`src/rtl/tt_sweep_pkg.sv`:
```
// Shared types and defaults for the truth-table sweep controller.
// Latency: n/a (types and constants only).
// Backpressure: n/a.
package tt_sweep_pkg;

  // Sweep sequencer states
  typedef enum logic [1:0] {
    IDLE   = 2'd0,
    APPLY  = 2'd1,
    SAMPLE = 2'd2,
    DONE   = 2'd3
  } state_t;

  // Default number of function inputs and the matching vector count
  localparam int N_IN_DEF = 4;
  localparam int NVEC     = 1 << N_IN_DEF;

endpackage

```
`src/rtl/tt_settle_cnt.sv`:
```
// Settle-time down-counter: load, decrement toward zero, zero flag.
// Latency: zero flag reflects the registered count (1 cycle after load).
// Backpressure: none; dec is ignored once the count reaches zero.
module tt_settle_cnt #(
  parameter int W = 1
) (
  input  logic         clk,
  input  logic         rst_n,
  input  logic         load,
  input  logic         dec,
  input  logic [W-1:0] load_val,
  output logic         zero
);

  logic [W-1:0] cnt_q;
  logic [W-1:0] cnt_d;

  // Next count: load has priority, decrement stops at zero
  always_comb begin
    cnt_d = cnt_q;
    if (load) begin
      cnt_d = load_val;
    end else if (dec && (cnt_q != '0)) begin
      cnt_d = cnt_q - W'(1);
    end
  end

  // Count register
  always_ff @(posedge clk or negedge rst_n) begin
    if (!rst_n) begin
      cnt_q <= '0;
    end else begin
      cnt_q <= cnt_d;
    end
  end

  assign zero = (cnt_q == '0);

endmodule

```
`src/rtl/tt_sweep_ctrl.sv`:
```
// Exhaustive truth-table sweep of an external combinational block, with compare vs expected mask.
// Latency: SETTLE+2 cycles per vector; done 2^N_IN*(SETTLE+2)+1 cycles counting the start cycle.
// Backpressure: none; start is ignored while busy, abort cancels from any state.
module tt_sweep_ctrl
  import tt_sweep_pkg::*;
#(
  parameter int N_IN   = N_IN_DEF,
  parameter int SETTLE = 1
) (
  input  logic                 clk,
  input  logic                 rst_n,
  input  logic                 start,
  input  logic                 abort,
  input  logic [(1<<N_IN)-1:0] exp_mask,
  output logic [N_IN-1:0]      dut_in,
  input  logic                 dut_out,
  output logic                 busy,
  output logic                 done,
  output logic [(1<<N_IN)-1:0] tt_out,
  output logic [N_IN:0]        err_cnt,
  output logic                 pass
);

  localparam int NV = 1 << N_IN;
  // A zero settle time still needs a 1-bit counter so the port has width
  localparam int CW = (SETTLE > 0) ? $clog2(SETTLE + 1) : 1;

  state_t          state_q, state_d;
  logic [N_IN-1:0] idx_q, idx_d;
  logic [NV-1:0]   mask_q, mask_d;
  logic [NV-1:0]   tt_q, tt_d;
  logic [N_IN:0]   err_q, err_d;
  logic            pass_q, pass_d;
  logic            busy_q, busy_d;
  logic            done_q, done_d;
  logic [N_IN-1:0] din_q, din_d;
  logic            cnt_load, cnt_dec, cnt_zero;

  tt_settle_cnt #(.W(CW)) u_settle (
    .clk      (clk),
    .rst_n    (rst_n),
    .load     (cnt_load),
    .dec      (cnt_dec),
    .load_val (CW'(SETTLE)),
    .zero     (cnt_zero)
  );

  // Sequencer next-state and result accumulation; abort overrides everything
  always_comb begin
    state_d  = state_q;
    idx_d    = idx_q;
    mask_d   = mask_q;
    tt_d     = tt_q;
    err_d    = err_q;
    pass_d   = pass_q;
    busy_d   = busy_q;
    done_d   = 1'b0;
    cnt_load = 1'b0;
    cnt_dec  = 1'b0;
    if (abort) begin
      state_d = IDLE;
      busy_d  = 1'b0;
      pass_d  = 1'b0;
    end else begin
      case (state_q)
        IDLE: begin
          if (start) begin
            mask_d   = exp_mask;
            tt_d     = '0;
            err_d    = '0;
            pass_d   = 1'b0;
            idx_d    = '0;
            cnt_load = 1'b1;
            busy_d   = 1'b1;
            state_d  = APPLY;
          end
        end
        APPLY: begin
          if (cnt_zero) begin
            state_d = SAMPLE;
          end else begin
            cnt_dec = 1'b1;
          end
        end
        SAMPLE: begin
          tt_d[idx_q] = dut_out;
          if (dut_out != mask_q[idx_q]) begin
            err_d = err_q + (N_IN+1)'(1);
          end
          if (idx_q == '1) begin
            // Pass must include the final sample, so it uses err_d not err_q
            state_d = DONE;
            done_d  = 1'b1;
            pass_d  = (err_d == '0);
          end else begin
            idx_d    = idx_q + N_IN'(1);
            cnt_load = 1'b1;
            state_d  = APPLY;
          end
        end
        DONE: begin
          state_d = IDLE;
          busy_d  = 1'b0;
        end
        default: begin
          state_d = IDLE;
          busy_d  = 1'b0;
        end
      endcase
    end
    // Vector is presented only while a vector is being applied or sampled
    din_d = ((state_d == APPLY) || (state_d == SAMPLE)) ? idx_d : '0;
  end

  // State and registered outputs
  always_ff @(posedge clk or negedge rst_n) begin
    if (!rst_n) begin
      state_q <= IDLE;
      idx_q   <= '0;
      mask_q  <= '0;
      tt_q    <= '0;
      err_q   <= '0;
      pass_q  <= 1'b0;
      busy_q  <= 1'b0;
      done_q  <= 1'b0;
      din_q   <= '0;
    end else begin
      state_q <= state_d;
      idx_q   <= idx_d;
      mask_q  <= mask_d;
      tt_q    <= tt_d;
      err_q   <= err_d;
      pass_q  <= pass_d;
      busy_q  <= busy_d;
      done_q  <= done_d;
      din_q   <= din_d;
    end
  end

  assign dut_in  = din_q;
  assign busy    = busy_q;
  assign done    = done_q;
  assign tt_out  = tt_q;
  assign err_cnt = err_q;
  assign pass    = pass_q;

endmodule

```
`config.mk`:
```
export PLATFORM = sky130hd
export DESIGN_NAME = tt_sweep_ctrl
export DESIGN_NICKNAME = d
export VERILOG_FILES = /design/src/rtl/tt_sweep_pkg.sv /design/src/rtl/tt_settle_cnt.sv /design/src/rtl/tt_sweep_ctrl.sv
export SDC_FILE = /design/constraint.sdc
export NUM_CORES = 1
export LEC_CHECK = 0
export CAP_MARGIN = 20
export CORE_MARGIN = 2
export CORE_UTILIZATION = 40
export CTS_CLUSTER_DIAMETER = 150
export DETAILED_ROUTE_END_ITERATION = 8
export PLACE_DENSITY_LB_ADDON = 0.15
export SKIP_CTS_REPAIR_TIMING = 1
export SLEW_MARGIN = 10
export SYNTH_ARGS = -nofsm -noshare
export SYNTH_HDL_FRONTEND = slang
export SYNTH_HIERARCHICAL = 1
export SYNTH_SLANG_ARGS = --single-unit
```
`constraint.sdc`:
```
create_clock -name clk -period 2.8 [get_ports clk]
set_input_delay 0.28 -clock clk [delete_from_list [all_inputs] [get_ports clk]]
set_output_delay 0.28 -clock clk [all_outputs]
set_load 0.01 [all_outputs]
```
==> summary.txt, run 1 <==
Min path
  – Hold Path Class: in2async

Die
  – Die Y: 84.2 um
  – Die X: 84.2 um
  – Row count: 29
  – CORE AREA: 6280 um^2
  – # IOs: 49
  – Full die area: 7090 um^2
  – Initial Utilization: 41.0%

CTS
  – Worst-skew pair later-pin latency: 300 ps
  – Root buf cell: clkbuf_8
  – CTS max path bufs: 2
  – Clk pin slew, worst setup/hold paths: 100 ps
  – Clk sinks: 51
  – Num CTS Buffers: 5
  – H-tree depth: 2
  – CTS tree: built

Flow run
  – Max-Cap Viols: 0

Power
  – Sw frac: 27.7%
  – Final total power: 1.60 mW
  – Register share of total power: 54.1%
  – Pleak: 1.36 nW
  – Clock power frac: 26.6%
  – P_int: 1.16 mW
  – Pwr dens: 499 nW/um^2
  – Combinational Power Share: 19.2%
  – Maximum VDD drop: 0.333 mV
  – Net Switching: 0.443 mW

Detailed routing
  – Mean routed wirelength per cell: 15.2 um
  – DR vias/cell: 5.45
  – Vias post-DR: 2,031
  – Initial DRC Count: 232
  – TritonRoute pass-1 iters: 5
  – Routed Antenna Nets: 0
  – DRC violations left: 0
  – Wirelength, routed: 5660 um

Synthesis
  – Number of synthesized flops with an enable pin: 0
  – Syn Nets: 275
  – Mapped Area: 2570 um^2
  – Asr flop ratio synth: 100%
  – Post-synthesis sequential area ratio: 49.6%
  – Library cells used by synthesis: 36
  – Top FF cell, synth: dfrtp_1
  – Cells after synthesis: 249
  – Yosys reg bits: 51
  – Average cell area after synthesis: 10.3 um^2
  – Syn. warnings: 6

Timing
  – Max frequency: 409 MHz
  – RSZ-0062 raised after global routing: no
  – Hold Fails Final Rpt: 25
  – Clk_skew: 7.80 ps
  – Final setup violation count: 0
  – Rel. slew slack: 56.2%
  – Final number of max-transition violations: 0
  – Hold WS: -24.6 ps
  – Final Critical Period: 2450 ps
  – Slew @ Worst Pin: 656 ps
  – Crit share post-route: 87.4%
  – Sum of negative setup slack: 0 ps

Finish
  – Inserted Diodes: 0
  – Share of cells above drive strength 1: 12.8%
  – Final std cell area, no fill: 3210 um^2
  – Fin nets: 321
  – # fillers: 586
  – Reg area: 1280 um^2
  – Multi-input gate area: 1210 um^2
  – P&R area growth vs syn: 24.7%

Worst setup path
  – Req. time, crit path: 3000 ps
  – R2r setup slk: 350 ps
  – WS Path Type: reg2reg
  – Crit-path cells: mux4_1 > mux2i_2 > mux2i_1 > and2_1 > nand2_1 > o31ai_1
  – Slowest cell on crit path: mux4_1
  – Critical Path Sink Type: flop
  – Crit-path max FO: 10
  – RR Endpoint: err_cnt[3]$_DFFE_PN0P_
  – Worst R2R Path Depth: 6
  – Setup crit start: idx_q[0]$_DFF_PN0_
  – Startpoint types: flop
  – Worst EP arrival: 2650 ps
  – Slowest stage delay, CP: 620 ps
  – FF-to-FF Start: idx_q[0]$_DFF_PN0_

Placement
  – Placed instance area: 3120 um^2
  – Post-DP HPWL: 4050 um
  – # port buffers: 48
  – GP Congestion: 0.807

GRT
  – Vias in the first global route: 1,963
  – Grt ovf: 0
  – Total track usage: 17.1%
  – First-pass GRT wire length: 9700 um
  – Largest net degree at the start of global routing: 27
  – Initial antenna violation count: 0

Status
  – Status: finished with violations
  – Failing checks: negative hold slack
-- cells by family (layout without fill, tap and decap cells) --
group	after synthesis	in the layout	synth area share, %
compound gates	76	76	16.6
simple gates	65	65	12.3
mux	28	28	14.5
fa+ha+maj	5	5	2.43
buf+inv	21	68	3.70
flops	51	51	49.6
other cells	1	1	0.146
xor+xnor	2	2	0.681
-- worst max-delay path by stage --
stage	endpoint	depth (start not counted)
2_1_floorplan	pass$_DFFE_PN0P_	7
3_3_place_gp	pass$_DFFE_PN0P_	6
3_5_place_dp	pass$_DFFE_PN0P_	6
4_1_cts	pass$_DFFE_PN0P_	6
5_1_grt	pass$_DFFE_PN0P_	6
6_report	err_cnt[3]$_DFFE_PN0P_	6
-- cell usage in the layout, fill, tap and decap left out, types with 2 or more instances in the layout --
master            n
a21oi_1          23
a31oi_1           4
and2_1            3
and3_1            2
buf_4             5
clkbuf_8          5
clkdlybuf4s50_1  47
dfrtp_1          51
ha_1              5
inv_1             6
mux2_2           16
mux2i_1           6
mux2i_2           2
mux4_1            4
nand2_1          18
nand2b_1          7
nand3_1           5
nor2_1           16
nor2b_1           7
nor3b_1           2
o21ai_0          38
o22ai_1           2
o31ai_1           2
or2_2             2
xnor2_1           2
-- flip-flops by register name, indices dropped and copies added, names as in the netlist --
signal,count
done,1
state_q,2
u_settle/cnt_q,1
err_cnt,5
mask_q,16
tt_out,16
busy,1
idx_q,4
pass,1
dut_in,4
-- critical path, delay by kind of cell, from the launching register on --
kind            cells  cell delay [ps]
compound gates      1              210
flops               1              580
mux                 3             1240
simple gates        2              320
-- power by group through the flow --
stage	clock (mW)	sequential, mW	combinational, mW
floorplan	0	0.852	0.230
global placement	0	0.882	0.306
detailed placement	0	0.882	0.309
CTS	0.441	0.868	0.310
global route	0.467	0.881	0.337
finish	0.426	0.867	0.308
-- synth_stat cells, types with 3 or more instances --
library cell,count,area share (%)
o21ai_0,38,7.4
mux4_1,4,4.1
ha_1,5,2.4
inv_1,6,0.88
mux2_2,16,7.0
clkbuf_1,11,1.6
nor2b_1,7,1.7
nand2_1,18,2.6
a21oi_1,23,4.5
nand3_1,5,0.97
and2_1,3,0.73
mux2i_1,6,2.3
a31oi_1,4,0.97
dfrtp_1,51,50
nand2b_1,7,1.7
nor2_1,16,2.3
-- layer usage --
layer | vias up | GRT usage [%] | share of wire [%]
met5 | - | 0 | 0
met4 | 0 | 4.84 | 1.4
met3 | 7 | 3.15 | 5.6
met2 | 74 | 25.6 | 44
met1 | 975 | 25.4 | 49
li1 | 975 | - | -
-- stage by stage --
| step | setup slack (ps) | std cells | utilization, % |
|---|---|---|---|
| 3_5_place_dp | 362 | 365 | 49.7 |
| 4_1_cts | 344 | 373 | 51.1 |
| 3_3_place_gp | 446 | 365 | 49.7 |
| 5_1_grt | 166 | 373 | 51.1 |
| 6_report | 354 | 373 | 51.1 |
| 2_1_floorplan | 638 | 249 | - |
-- final cells by class --
type / instances / area share [%]
clock buffer: 6 / 2.26
clock inverter: 2 / 0.507
inverter: 7 / 0.819
multi-input combinational: 177 / 37.6
sequential: 51 / 39.8
tap: 77 / 3.00
timing repair buffer: 53 / 16.0
Power figures use the tool's default switching activity.
==> run 2, diff against run 1 <==
--- a/config.mk
+++ b/config.mk
@@ -11,6 +11,7 @@
 export CTS_CLUSTER_DIAMETER = 150
 export DETAILED_ROUTE_END_ITERATION = 8
 export PLACE_DENSITY_LB_ADDON = 0.15
+export REMOVE_ABC_BUFFERS = 1
 export SKIP_CTS_REPAIR_TIMING = 1
 export SLEW_MARGIN = 10
 export SYNTH_ARGS = -nofsm -noshare
==> run 2 against run 1 <==
The run still ends with negative hold slack left; utilization increased by 0.16 points; power up 1.6%; flip-flop and latch count unchanged; first-iteration DRC count fell by 19%; sequential power hardly changed; cell area is 0.31% higher; worst setup slack worse by 6.3 ps; non-clock buffer count is the same; critical endpoint unchanged; largest power group unchanged; highest routed layer unchanged.
==> summary.txt, run 2 (synthesis results as in run 1) <==
Finish
  – Commonest non-fill, non-tap cells in the layout: 51 x dfrtp_1, 47 x clkdlybuf4s50_1, 38 x o21ai_0, 23 x a21oi_1, 18 x nand2_1
  – Most common cell after layout, fill and taps aside: dfrtp_1
  – Multi-input gate area: 1210 um^2
  – # fillers: 604
  – Reg area: 1280 um^2
  – Util after Layout: 51.2%
  – P&R area growth vs syn: 25.0%
  – Share of cells above drive strength 1: 13.2%
  – Inserted Diodes: 0
  – Fin nets: 321

GRT
  – First-pass GRT wire length: 9580 um
  – Vias in the first global route: 1,903
  – Total track usage: 16.8%
  – Largest net degree at the start of global routing: 30
  – Grt ovf: 0
  – Initial antenna violation count: 0

Die
  – Initial Utilization: 41.0%
  – Die X: 84.2 um
  – # IOs: 49
  – Row count: 29
  – Full die area: 7090 um^2
  – CORE AREA: 6280 um^2
  – Die Y: 84.2 um

Power
  – Net Switching: 0.446 mW
  – Pwr dens: 506 nW/um^2
  – Register share of total power: 53.2%
  – Combinational Power Share: 18.8%
  – Clock power frac: 27.9%
  – Final total power: 1.63 mW
  – P_int: 1.18 mW
  – Sw frac: 27.4%
  – Maximum VDD drop: 0.261 mV
  – Pleak: 1.36 nW

Detailed routing
  – Wirelength, routed: 5510 um
  – TritonRoute pass-1 iters: 4
  – DRC violations left: 0
  – Routed Antenna Nets: 0
  – Mean routed wirelength per cell: 14.8 um
  – Vias post-DR: 1,999
  – DR vias/cell: 5.36
  – Initial DRC Count: 188

Timing
  – Slew @ Worst Pin: 654 ps
  – Crit share post-route: 87.6%
  – Hold Fails Final Rpt: 18
  – Hold WS: -14.4 ps
  – Final number of max-transition violations: 0
  – Final Critical Period: 2450 ps
  – Max frequency: 408 MHz
  – Rel. slew slack: 56.4%
  – Clk_skew: 11.3 ps
  – Sum of negative setup slack: 0 ps
  – Final setup violation count: 0
  – RSZ-0062 raised after global routing: no

CTS
  – Root buf cell: clkbuf_8
  – Clk pin slew, worst setup/hold paths: 100 ps
  – Clk sinks: 51
  – Num CTS Buffers: 5
  – CTS max path bufs: 2
  – H-tree depth: 2
  – Worst-skew pair later-pin latency: 310 ps
  – CTS tree: built

Worst setup path
  – Critical Path Sink Type: flop
  – Slowest stage delay, CP: 620 ps
  – Crit-path max FO: 10
  – Worst EP arrival: 2660 ps
  – Crit-path cells: mux4_1 > mux2i_2 > mux2i_1 > and2_1 > nand2_1 > o31ai_1
  – Slowest cell on crit path: mux4_1
  – WS Path Type: reg2reg
  – Startpoint types: flop
  – Req. time, crit path: 3010 ps

Flow run
  – Max-Cap Viols: 0

Status
  – Status: finished with violations
  – Failing checks: negative hold slack

Placement
  – # port buffers: 48
  – GP Congestion: 0.771
  – Post-DP HPWL: 4000 um

Min path
  – Hold Path Class: in2async
## run 2: cell types whose count changed in the layout (fill, tap and decap cells not counted)
cell      previous run  this run
clkbuf_1             1         0
clkbuf_8             5         6
clkinv_4             0         1
inv_6                1         0
## run 2: critical path: cells and delay by family (launching register included)
| family | cells | cell delay [ps] |
|---|---|---|
| AO/OA/AOI/OAI | 1 | 220 |
| flip-flops | 1 | 580 |
| multiplexers | 3 | 1230 |
| AND/OR/NAND/NOR | 2 | 320 |
## run 2: final cells by class
class,instances,area share (%)
flip-flops and latches,51,39.7
inverters,7,0.817
multi-input cells,177,37.5
repair buffers,53,15.9
well taps,77,2.99
clock buffers,6,2.57
clock inverters,2,0.506
## run 2: final timing paths
check,startpoint,end,slack [ps],cells past startpoint
worst min register to register,mask_q[2]$_DFFE_PN0P_,mask_q[2]$_DFFE_PN0P_,510,1
worst max register to register,idx_q[0]$_DFF_PN0_,err_cnt[3]$_DFFE_PN0P_,350,6
worst min-delay path,rst_n,mask_q[4]$_DFFE_PN0P_,-10,1
worst max-delay path,idx_q[0]$_DFF_PN0_,err_cnt[3]$_DFFE_PN0P_,350,6
max in group asynchronous,rst_n,err_cnt[3]$_DFFE_PN0P_,2060,2
min in group clk,mask_q[2]$_DFFE_PN0P_,mask_q[2]$_DFFE_PN0P_,510,1
## run 2: per-stage QoR
stage               cell area, um^2  hold slack [ps]  cells  setup slack, ps
floorplan                      2500            -15.6    235              510
global placement               3120              351    365              423
detailed placement             3120              346    365              364
CTS                            3220             2.21    373              333
global route                   3220             16.5    373              135
finish                         3220            -14.4    373              348
## run 2: power by group through the flow
stage	Clock, mW	Combinational, mW	Sequential (mW)
2_1_floorplan	0	0.204	0.863
3_3_place_gp	0	0.305	0.880
3_5_place_dp	0	0.309	0.883
4_1_cts	0.471	0.310	0.868
5_1_grt	0.511	0.341	0.877
6_report	0.454	0.307	0.865
## run 2: per-layer routing
metal	routed length [um]	share of wire [%]	global-route usage [%]	vias up
li1	-	-	-	973
met1	2610	47	24.3	962
met2	2570	47	25.7	58
met3	272	4.9	3.34	6
met4	57	1.0	4.84	0
met5	0	0	0	-
==> run 3, diff against run 2 <==
--- a/config.mk
+++ b/config.mk
@@ -11,10 +11,10 @@
 export CTS_CLUSTER_DIAMETER = 150
 export DETAILED_ROUTE_END_ITERATION = 8
 export PLACE_DENSITY_LB_ADDON = 0.15
+export RECOVER_POWER = 100
 export REMOVE_ABC_BUFFERS = 1
 export SKIP_CTS_REPAIR_TIMING = 1
 export SLEW_MARGIN = 10
 export SYNTH_ARGS = -nofsm -noshare
 export SYNTH_HDL_FRONTEND = slang
-export SYNTH_HIERARCHICAL = 1
 export SYNTH_SLANG_ARGS = --single-unit
==> run 3 against run 2 <==
The run ends with max-capacitance violations, max-slew violations left; sequential power up 2%; clock skew down 7.0 ps; wire length up 1.2%; cell area down 1.3%; non-clock buffer count up 2; global-route usage up 0.45 points; area after synthesis down 1.1%; first-iteration DRC count down 44%; maximum frequency down 0.63%; hold slack better by 350 ps; critical path type unchanged; largest cell class unchanged.
==> summary.txt, run 3 <==
Die
  – Full die area: 7010 um^2
  – Row count: 29
  – CORE AREA: 6240 um^2
  – Initial Utilization: 40.8%
  – # IOs: 49
  – Die X: 83.7 um
  – Die Y: 83.7 um

Synthesis
  – Top FF cell, synth: dfrtp_1
  – Library cells used by synthesis: 41
  – Yosys top cell area share: 50.2%
  – Yosys reg bits: 51
  – Number of synthesized flops with an enable pin: 0
  – Synth area leaders: dfrtp_1 50%, mux2_1 7.1%, o21ai_1 6.7%, a21oi_1 4.5%, mux4_2 3.5%
  – Largest area contributor in the netlist: dfrtp_1
  – Cells after synthesis: 247
  – Asr flop ratio synth: 100%
  – Top cells by count, synth: 51 x dfrtp_1, 34 x o21ai_1, 23 x a21oi_1
  – Post-synthesis sequential area ratio: 50.2%
  – Mapped Area: 2540 um^2
  – Average cell area after synthesis: 10.3 um^2
  – Syn. warnings: 0
  – Count leader, synth: dfrtp_1

CTS
  – Worst-skew pair later-pin latency: 300 ps
  – Clk sinks: 51
  – Root buf cell: clkbuf_8
  – CTS max path bufs: 2
  – Num CTS Buffers: 5
  – H-tree depth: 2
  – Clk pin slew, worst setup/hold paths: 90 ps
  – CTS tree: built

Timing
  – Final setup violation count: 0
  – Hold Fails Final Rpt: 0
  – Final WS setup: 332 ps
  – Crit share post-route: 88.1%
  – Final Critical Period: 2470 ps
  – Final number of max-transition violations: 28
  – Max frequency: 405 MHz
  – Sum of negative setup slack: 0 ps
  – Rel. slew slack: -1.42%
  – Clk_skew: 4.36 ps
  – RSZ-0062 raised after global routing: no
  – Slew @ Worst Pin: 1520 ps

Placement
  – GP Congestion: 0.811
  – # port buffers: 48
  – Post-DP HPWL: 4020 um
  – Dpl ws: 329 ps

Detailed routing
  – Vias post-DR: 1,970
  – Wirelength, routed: 5580 um
  – TritonRoute pass-1 iters: 4
  – DR vias/cell: 5.32
  – Mean routed wirelength per cell: 15.1 um
  – DRC violations left: 0
  – Initial DRC Count: 106
  – Routed Antenna Nets: 0

Power
  – Pwr dens: 532 nW/um^2
  – Maximum VDD drop: 0.245 mV
  – Final total power: 1.69 mW
  – Pleak: 1.42 nW

Worst setup path
  – Worst EP arrival: 2710 ps
  – R2r setup slk: 330 ps
  – Crit-path max FO: 9
  – WS Path Type: reg2reg
  – RR Endpoint: pass$_DFFE_PN0P_
  – FF-to-FF Start: idx_q[0]$_DFF_PN0_
  – Req. time, crit path: 3050 ps
  – Startpoint types: flop
  – Critical Path Sink Type: flop
  – Worst R2R Path Depth: 6

Finish
  – Commonest non-fill, non-tap cells in the layout: 51 x dfrtp_1, 28 x dlygate4sd3_1, 23 x a21oi_1, 20 x o21ai_0
  – Most common cell after layout, fill and taps aside: dfrtp_1
  – P&R area growth vs syn: 24.8%
  – Inserted Diodes: 0
  – Fin nets: 319
  – Share of cells above drive strength 1: 6.83%

GRT
  – Total track usage: 17.2%
  – Initial antenna violation count: 0
  – Vias in the first global route: 1,987
  – First-pass GRT wire length: 9790 um
  – Largest net degree at the start of global routing: 28
  – Grt ovf: 0

Status
  – Failing checks: max-capacitance violations, max-slew violations
  – Status: finished with violations

Min path
  – Hold Path Class: in2async

Flow run
  – Max-Cap Viols: 1
-- run 3: cell types whose count changed in the layout (fill, tap and decap cells not counted), moves of 5 or more --
cell	change
clkdlybuf4s50_1	-28
dlygate4sd3_1	+28
o21ai_0	-18
o21ai_1	+18
mux2_1	+16
mux2_2	-15
nand2_1	-6
nand3_1	+5
-- run 3: through the flow --
| step | std cells | hold slack [ps] | util (%) | instance area [um^2] |
|---|---|---|---|---|
| after floorplan | 231 | -15.6 | - | 2470 |
| after global placement | 363 | 334 | 49.6 | 3090 |
| after detailed placement | 363 | 338 | 49.6 | 3090 |
| after CTS | 370 | 10.8 | 51.2 | 3200 |
| after global routing | 370 | 471 | 50.9 | 3170 |
| final | 370 | 331 | 50.9 | 3170 |
-- run 3: power by group --
group / total [mW] / internal [mW] / switching, mW
clock network: 0.497 / 0.262 / 0.234
registers: 0.878 / 0.813 / 0.0656
logic: 0.314 / 0.163 / 0.151
total: 1.69 / 1.24 / 0.451
-- run 3: final cells by class --
type                       count  area (um^2)
clock buffer                   6         72.6
clock inverter                 1         30.0
fill                         587         3070
inverter                       8         30.0
multi-input combinational    172         1150
sequential                    51         1280
tap                           77         96.3
timing repair buffer          55          517
-- run 3: worst max-delay path by stage --
stage,start,end,slack [ps],cells past startpoint
2_1_floorplan,idx_q[0]$_DFF_PN0_,err_cnt[4]$_DFFE_PN0P_,660,6
3_3_place_gp,idx_q[0]$_DFF_PN0_,pass$_DFFE_PN0P_,440,6
3_5_place_dp,idx_q[0]$_DFF_PN0_,pass$_DFFE_PN0P_,330,6
4_1_cts,idx_q[0]$_DFF_PN0_,pass$_DFFE_PN0P_,330,6
5_1_grt,idx_q[0]$_DFF_PN0_,pass$_DFFE_PN0P_,150,6
6_report,idx_q[0]$_DFF_PN0_,pass$_DFFE_PN0P_,330,6
-- run 3: routing by layer --
layer | GRT usage (%) | share of wire, %
met3 | 3.66 | 3.9
met4 | 4.40 | 1.0
met5 | 0 | 0
met1 | 24.4 | 48
met2 | 27.1 | 47
-- run 3: cells by family (layout without fill, tap and decap cells) --
logic type	Yosys count	count (layout)	synth area share, %
AOI/OAI and AO/OA	76	76	16.4
and+or+nand+nor	60	60	11.3
DFF	51	51	50.2
muxes	28	28	14.5
buffers and inverters	24	70	4.13
adders and majority gates	5	5	2.46
xor gates and xnor gates	3	3	1.03
-- run 3: critical path, stage by stage, from the launching register on --
cell and delay [ps]:
dfrtp_1 590, mux4_2 570, mux2i_2 270, mux2i_1 140, xor2_1 450, mux2i_1 240, a31o_1 150
